## src/rtl/parking_pkg.sv

```systemverilog
// Shared defaults and grant helpers for the car-park occupancy controller.
package parking_pkg;

  localparam int CAPACITY_DEF = 7;
  localparam int N_LANES_DEF  = 2;
  localparam int AF_LEVEL_DEF = 6;
  localparam int MAX_LANES    = 4;

  function automatic int cw_f(input int cap);
    return $clog2(cap + 1);
  endfunction

  // Grants the first n set bits of req, starting from lane 0.
  function automatic logic [MAX_LANES-1:0] grant_lowest(input logic [MAX_LANES-1:0] req,
                                                        input int n);
    logic [MAX_LANES-1:0] g;
    int granted;
    g       = '0;
    granted = 0;
    for (int unsigned i = 0; i < MAX_LANES; i++) begin
      if (req[i] && granted < n) begin
        g[i]    = 1'b1;
        granted = granted + 1;
      end
    end
    return g;
  endfunction

  function automatic int count_ones(input logic [MAX_LANES-1:0] v);
    int c;
    c = 0;
    for (int unsigned i = 0; i < MAX_LANES; i++) begin
      if (v[i]) c = c + 1;
    end
    return c;
  endfunction

endpackage

```

## src/rtl/lane_edge_detect.sv

```systemverilog
// Per-lane event qualifier: pulse pass-through or rising-edge detect on a level input.
module lane_edge_detect #(
  parameter bit LEVEL_IN = 1'b0
) (
  input  logic clk,
  input  logic rst_n,
  input  logic req,
  output logic evt
);

  logic prev;

  always_ff @(posedge clk or negedge rst_n) begin
    if (!rst_n) prev <= 1'b0;
    else        prev <= req;
  end

  assign evt = LEVEL_IN ? (req & ~prev) : req;

endmodule

```

## src/rtl/parking_occupancy_ctrl.sv

```systemverilog
// Multi-lane occupancy counter: grants entry/exit events against capacity and
// drives registered ack/nak pulses plus empty/full/almost-full/hold/err status.
module parking_occupancy_ctrl
  import parking_pkg::*;
#(
  parameter  int CAPACITY = CAPACITY_DEF,
  parameter  int N_LANES  = N_LANES_DEF,
  parameter  int AF_LEVEL = AF_LEVEL_DEF,
  parameter  int LEVEL_IN = 0,
  localparam int CW       = cw_f(CAPACITY)
) (
  input  logic               clk,
  input  logic               rst_n,
  input  logic               clr,
  input  logic [N_LANES-1:0] ent_req,
  input  logic [N_LANES-1:0] ext_req,
  output logic [N_LANES-1:0] ent_ack,
  output logic [N_LANES-1:0] ent_nak,
  output logic [N_LANES-1:0] ext_ack,
  output logic [N_LANES-1:0] ext_nak,
  output logic [CW-1:0]      count,
  output logic               ef,
  output logic               ff,
  output logic               af,
  output logic               hold,
  output logic               err
);

  logic [N_LANES-1:0]   ent_evt, ext_evt;
  logic [MAX_LANES-1:0] ent_pad, ext_pad, ent_g, ext_g, ent_n, ext_n;
  logic [CW-1:0]        next_count;
  logic                 any_evt;
  int                   cur, n_ext, n_ent, free_slots;

  for (genvar i = 0; i < N_LANES; i++) begin : g_lane
    lane_edge_detect #(.LEVEL_IN(LEVEL_IN != 0)) u_ent (
      .clk(clk), .rst_n(rst_n), .req(ent_req[i]), .evt(ent_evt[i])
    );
    lane_edge_detect #(.LEVEL_IN(LEVEL_IN != 0)) u_ext (
      .clk(clk), .rst_n(rst_n), .req(ext_req[i]), .evt(ext_evt[i])
    );
  end

  // Exits are granted first so a departing car frees a slot for an entry in the same cycle.
  always_comb begin
    ent_pad                = '0;
    ext_pad                = '0;
    ent_pad[N_LANES-1:0]   = ent_evt;
    ext_pad[N_LANES-1:0]   = ext_evt;
    cur                    = int'(count);
    ext_g                  = grant_lowest(ext_pad, cur);
    n_ext                  = count_ones(ext_g);
    free_slots             = CAPACITY - (cur - n_ext);
    ent_g                  = grant_lowest(ent_pad, free_slots);
    n_ent                  = count_ones(ent_g);
    ent_n                  = ent_pad & ~ent_g;
    ext_n                  = ext_pad & ~ext_g;
    next_count             = CW'(cur - n_ext + n_ent);
    any_evt                = (|ent_evt) | (|ext_evt);
  end

  always_ff @(posedge clk or negedge rst_n) begin
    if (!rst_n) begin
      count   <= '0;
      ef      <= 1'b1;
      ff      <= 1'b0;
      af      <= 1'b0;
      hold    <= 1'b0;
      err     <= 1'b0;
      ent_ack <= '0;
      ent_nak <= '0;
      ext_ack <= '0;
      ext_nak <= '0;
    end else if (clr) begin
      count   <= '0;
      ef      <= 1'b1;
      ff      <= 1'b0;
      af      <= 1'b0;
      hold    <= 1'b0;
      err     <= 1'b0;
      ent_ack <= '0;
      ent_nak <= '0;
      ext_ack <= '0;
      ext_nak <= '0;
    end else begin
      count   <= next_count;
      ef      <= (next_count == '0);
      ff      <= (next_count == CW'(CAPACITY));
      af      <= (next_count >= CW'(AF_LEVEL));
      hold    <= any_evt && (next_count == count);
      err     <= err | (|ent_n) | (|ext_n);
      ent_ack <= ent_g[N_LANES-1:0];
      ent_nak <= ent_n[N_LANES-1:0];
      ext_ack <= ext_g[N_LANES-1:0];
      ext_nak <= ext_n[N_LANES-1:0];
    end
  end

endmodule

```

## config.mk

```make
export PLATFORM = sky130hd
export DESIGN_NAME = parking_occupancy_ctrl
export DESIGN_NICKNAME = d
export VERILOG_FILES = /design/src/rtl/parking_pkg.sv /design/src/rtl/lane_edge_detect.sv /design/src/rtl/parking_occupancy_ctrl.sv
export SDC_FILE = /design/constraint.sdc
export NUM_CORES = 1
export LEC_CHECK = 0
export ABC_AREA = 0
export CAP_MARGIN = 20
export CELL_PAD_IN_SITES_DETAIL_PLACEMENT = 1
export CELL_PAD_IN_SITES_GLOBAL_PLACEMENT = 1
export CORE_UTILIZATION = 36
export DETAILED_ROUTE_END_ITERATION = 6
export PLACE_DENSITY = 0.87
export RECOVER_POWER = 25
export SLEW_MARGIN = 20
export SYNTH_ARGS = -nofsm -noshare
export SYNTH_HDL_FRONTEND = slang
export SYNTH_SLANG_ARGS = --single-unit
```

## constraint.sdc

```tcl
create_clock -name clk -period 6.4 [get_ports clk]
set_clock_uncertainty 0.2 [all_clocks]
set_input_delay 1.92 -clock clk [delete_from_list [all_inputs] [get_ports clk]]
set_output_delay 1.92 -clock clk [all_outputs]
set_load 0.02 [all_outputs]
```

# After elaboration in Yosys (flattened, before gate mapping)
# Index checks and enable logic that the tools add are counted.
# totals
regBits	16
inputBits	7
elab_cells	59
# op_classes
n_addsub	5
magnitude_cmp	5
n_eq_ne	2
muxes	20
bitwise_logic	7
n_reduce_logical	10
# ops
op	n
$add 32x2->32 const B	1
$lt 1x32->1 const A	1
$lt 32x32->1	1
$lt 32x4->1	1
$mux 32	1
$sub 4x32->32	1
$sub 4x32->32 const A	1
$mux 1	13
$and 2x4->4	2
$mux 2	4
$not 2->4	2
$reduce_or 4->1	2
$mux 3	2
$logic_and 1x1->1	5
$reduce_or 2->1	2
$add 3x3->3	1
$eq 3x3->1	1
$eq 3x3->1 const B	1
$ge 3x3->1 const B	1
$logic_not 3->1	1
$lt 1x3->1 const A	1
$or 1x1->1	3
$add 1x1->2 const B	1

# Depth between registers and ports, before layout
# depth
ltp_word	21
ltp_mapped	20

# Cells and area by module
# From an unflattened synthesis, not the netlist that was laid out.
# unflattened
hier_cells	84
hier_area_um2	935.9
# by_module_without_submodules
module	instances	cells_each	area_each_um2	seq_area_each_um2
parking_occupancy_ctrl	1	80	905.9	401.6
lane_edge_detect	4	1	7.5	0.0

# Worst setup path after synthesis
# No wires, ideal clock.
# synth_timing
path_type	input -> register
startpoint	input ext_req[0]
endpoint	register hold
arrival_time_ns	5.489
t_required_ns	6.099
path_slack_ns	0.610
cell_stages	19
path_buffers	0
path_cell_list	o21ai_0 -> and2_1 -> ha_1 -> ha_1 -> inv_1 -> fa_1 -> inv_1 -> ha_1 -> ha_1 -> nand3b_1 -> a221o_1 -> a21o_1 -> and2_1 -> ha_1 -> ha_1 -> fa_1 -> xnor2_1 -> o41ai_1 -> nor4_1
# synth_between
elab_chain_len	19
elab_cells_between_ends	27
# synth_lines
element	line	rtl
from (decl)	parking_occupancy_ctrl.sv:16	input logic [N_LANES-1:0] ext_req,
$logic_and 1x1->1	parking_pkg.sv:21	if (req[i] && granted < n) begin
$mux 1	parking_pkg.sv:21	
$lt 32x4->1	parking_pkg.sv:21	
$logic_and 1x1->1	parking_pkg.sv:21	
$mux 1	parking_pkg.sv:21	
$mux 32	parking_pkg.sv:33	if (v[i]) c = c + 1;
$sub 4x32->32	parking_occupancy_ctrl.sv:58	next_count = CW'(cur - n_ext + n_ent);
$sub 4x32->32	parking_occupancy_ctrl.sv:53	free_slots = CAPACITY - (cur - n_ext);
[3 not listed]	-	
$lt 32x32->1	parking_pkg.sv:21	
$logic_and 1x1->1	parking_pkg.sv:21	
$mux 1	parking_pkg.sv:21	
$mux 3	parking_pkg.sv:33	
$add 3x3->3	parking_occupancy_ctrl.sv:58	
$eq 3x3->1	parking_occupancy_ctrl.sv:90	hold <= any_evt && (next_count == count);
$logic_and 1x1->1 *	parking_occupancy_ctrl.sv:90	
$mux 1 *	parking_occupancy_ctrl.sv:74	end else if (clr) begin
to (signal assigned)	parking_occupancy_ctrl.sv:90	
to (decl)	parking_occupancy_ctrl.sv:25	output logic hold,
# Every way passes the cells marked *; elsewhere a longest branch is shown, timed or not.

# Worst setup path after layout
# Same ends and word-level chain as after synthesis.

==> run summary <==
TritonCTS Buffers = 3
HPWL after DPL = 1775 um
Slew margin rel. = 50.61%
Min-delay worst type = register to register
Worst-path clk slew = 0.09 ns
Std-Cell Rows = 17
Share of layout cells above drive strength 1 = 19.47%
Max Freq = 164.3 MHz
Worst reg2reg path depth = 19
Vias in the first global route = 783
CP Capture Type = register
Die area = 0.002649 mm^2
First-pass GRT wire length = 4002 um
Cell leakage power = 0.5760 nW
Initial DRC count = 5
Yosys cell types = 30
Hold slack = 0.3523 ns
Register area share after synthesis = 45.60%
Drt total wl = 2449 um
Design Power = 0.0008396 W
Final Hold Fails = 0
Largest area contributor in the netlist = dfrtp_1
Worst r2r src = count[1]
Top post-synthesis cells by area = dfrtp_1 43%, ha_1 9.9%, fa_1 4.5%, inv_1 3.8%, nor3b_1 3.4%
Total Routing Usage GR = 20.97%
Minimum clock period = 6.085 ns
DRC Markers = 0
# port buffers = 22
Hold-fix buffers at CTS = 0
Final nets = 130
Post-Syn Area = 880.8 um^2
Die width = 51.47 um
Worst skew pair latency = 0.28 ns
CTS H-tree depth = 1
WL per Instance = 17.37 um
R2R Setup Slk = 1.37 ns
Setup repair after global routing missed its margin = no
Vias = 724
Status = completed
Root Buffer = clkbuf_4
Ys flop type = dfrtp_1
Worst Tran Pin Value = 0.7384 ns
Via-per-instance ratio = 5.135
Fin crit share = 95.08%
Crit path kind = input port to register
Max-cap viol count = 0
Synthesized area per cell = 11.01 um^2
Seq cells post-synth = 16
Area Overhead vs Synth = 44.18%
Worst EP required = 6.38 ns
WP data arrival = 6.06 ns
ANT nets after route = 0
CORE AREA = 0.002255 mm^2
CTS Sinks = 16
Routability cong. = 0.7964
Clock Path Buffers = 2
Critical Path Source = ext_req[0]
Setup Total Neg Slack = 0 ns
I/O pin total = 23
Min-delay src = count[0]
Final setup vio count = 0
Diode count = 0
Antenna violations before repair = 0
Slew Limit Fails = 0
EDFF count, synth = 0
Post-synth top cells = 15 x dfrtp_1, 9 x inv_1, 7 x ha_1
Fin util = 56.33%
Power Density = 661.1 mW/mm^2
TritonCTS clock tree = done
Die height = 51.47 um
Worst Hold Path EP = ext_nak[0]
Yosys top cell area share = 42.61%
Synthesized instance count = 80
Reg-to-Reg End = hold
GRT Residual Overflow = 0
Largest net degree at the start of global routing = 17
Most common cell in the netlist = dfrtp_1
Mapped Nets = 96
CP Max Fanout = 4
Initial core utilization = 39.07%
Hold Path Cell Cnt = 1
Worst VDD drop = 0.4943 mV
Crit start category = input port
Ys async rst share = 100.0%
Yosys Warn Count = 0
TritonRoute pass-1 iters = 4
==> area by class of cell <==
cell class	count	area, um^2
well taps	28	35.03
clock buffers	4	26.28
flip-flops and latches	16	401.6
inverters	9	33.78
multi-input cells	54	488.0
fillers	248	984.7
repair buffers	30	285.3
==> state kept, by name, indices dropped and copies added, names as in the netlist <==
signal and count:
ext_ack 2, hold 1, ext_nak 2, af 1
err 1, count 3, ent_nak 2, ef 1
ent_ack 2, ff 1
==> metrics by stage <==
step	cells	worst slack, ns	area [um^2]
global placement	135	-0.1174	1177
global route	141	0.05813	1270
detailed placement	135	-0.3098	1177
CTS	139	0.04338	1206
finish	141	0.3146	1270
floorplan	80	0.6097	880.8
==> cell usage in the layout (no fill, tap or decap), types with 2 or more instances in the layout <==
cell type        synthesis  final
and2_1                   4      3
dfrtp_1                 15     15
clkdlybuf4s50_1          0     19
ha_1                     7      6
nor2_1                   4      4
a21o_1                   2      2
inv_1                    9      9
clkbuf_4                 0      3
nand2_1                  3      3
dlymetal6s2s_1           0      2
nand2b_1                 2      2
nor3b_1                  4      4
nor4_1                   2      2
nor2b_1                  3      3
buf_4                    0      8
nor3_1                   3      3
xnor2_1                  3      2
==> what timing repair did <==
item	in CTS	in global routing
resized for setup	1	10
setup endpoints to repair	1	5
pin swaps	1	4
endpoints found under the hold margin	0	0
buffers inserted	0	2
==> worst max-delay path: stages <==
cell            delay (ns)
dlymetal6s2s_1        0.15
buf_4                 0.16
nor2b_1               0.13
ha_1                  0.29
ha_1                  0.15
inv_1                 0.05
fa_1                  0.36
inv_1                 0.06
ha_1                  0.22
nand3b_1              0.27
a221o_1               0.36
a21o_1                0.18
and2_1                0.18
ha_1                  0.29
ha_2                  0.19
fa_2                  0.59
xnor2_2               0.13
o41ai_2               0.10
nor4_1                0.29
==> report_power, final <==
group          total [W]  internal (W)  switching [W]
clock network  0.0000568     0.0000242      0.0000326
logic           0.000626      0.000317       0.000309
registers       0.000156      0.000134      0.0000229
==> worst max-delay path by stage <==
stage / end / slack, ns / cells after the start
after global routing: hold / 0.06 / 19
after CTS: ff / 0.04 / 18
after detailed placement: hold / -0.31 / 19
after global placement: hold / -0.12 / 19
after floorplan: hold / 0.61 / 19
final: hold / 0.31 / 19
==> metal layers <==
metal | GRT usage [%] | vias up | part of all wire, %
li1 | - | 339 | -
met1 | 27.52 | 368 | 45
met2 | 35.93 | 15 | 53
met3 | 1.786 | 2 | 2.0
met4 | 6.757 | 0 | 0.86
met5 | 0 | - | 0
==> kinds of logic (layout without fill, tap and decap cells) <==
logic type	count (synthesis)	in the layout	share of synthesized area, %
simple gates	28	28	18.47
fa+ha+maj	10	10	15.62
compound gates	10	10	9.800
mux	1	1	1.278
flops	16	16	45.60
buf+inv	10	43	4.261
xor+xnor	5	5	4.972
Note: power is estimated with default switching activity, not from simulation.
==> edit: new RTL, same flow settings <==
The package constant `N_LANES_DEF` goes from 2 to 4.
--- a/src/rtl/parking_pkg.sv
+++ b/src/rtl/parking_pkg.sv
@@ -3,5 +3,5 @@
 
   localparam int CAPACITY_DEF = 7;
-  localparam int N_LANES_DEF  = 2;
+  localparam int N_LANES_DEF  = 4;
   localparam int AF_LEVEL_DEF = 6;
   localparam int MAX_LANES    = 4;
Interface: changed (6 resized); port bits go from 23 to 35. No check against the original RTL was run, so the function may have changed too.
==> edit against the original RTL <==
- the flow now stops in 5_1_grt
- synthesized area rose by 110%
- synthesized cell count increased to 2.6 times the old value
==> edit: results <==
[clock_network]
cts_max_level = 1
numCtsBuffers = 3
max-clock-path-buffers = 2
cts_root_buf = "clkbuf_8"
cts_sinks = 24

[sta]
worst-ep-kind = "register data pin"
crit_endpoint = "hold$_DFF_PN0_/D"

[synth]
ys_top_cells_by_count = "dfrtp_1 (23), nor2_1 (23), nand2_1 (21)"
synthDistinctLibCells = 59
synth-seq-area-share = 0.329
avgSynthCellArea_um2 = 8.85
async_reset_ff_frac = 1.00
yosys-top-cells-area = "dfrtp_1 (31%), ha_1 (12%), nor2_1 (4.7%)"
synth_fp_nets = 237
yosys_warnings = 0

[outcome]
status = "aborted with a tool error"
error_message = "[ERROR DPL-0033] detailed placement checks failed during check placement."
failing_step = "5_1_grt"

[place]
numPlacedInstances = 381
dp_slack_ns = -5.59
numPortBuffers = 34
place_congestion = 0.860
place_area_um2 = 3010
place_hpwl_um = 5850

[floorplanning]
fp.dieW_um = 73.3

[global_route]
antenna_found_initial = 2
grt_max_degree = 25
-- edit: cell types whose count changed after synthesis, sizes merged, moves of 10 or more --
cell	before	now
a21oi	1	11
ha	7	17
nor2	5	23
inv	9	20
nand2	3	21
-- edit: metrics by stage --
stage,utilization,hold WS [ns]
CTS,0.690,0.479
global placement,0.625,0.455
detailed placement,0.625,0.480
floorplan,-,0.462
-- edit: cells by family after synthesis --
logic type | share of synthesized area
compound gates | 0.197
fa+ha+maj | 0.138
flops | 0.329
buf+inv | 0.0519
xor+xnor | 0.0424
mux | 0.0116
simple gates | 0.228
other cells | 0.00205
-- edit: timing repair --
item,in CTS
buffers inserted,13
endpoints found under the setup margin,16
pin swaps,32
resized for setup,38
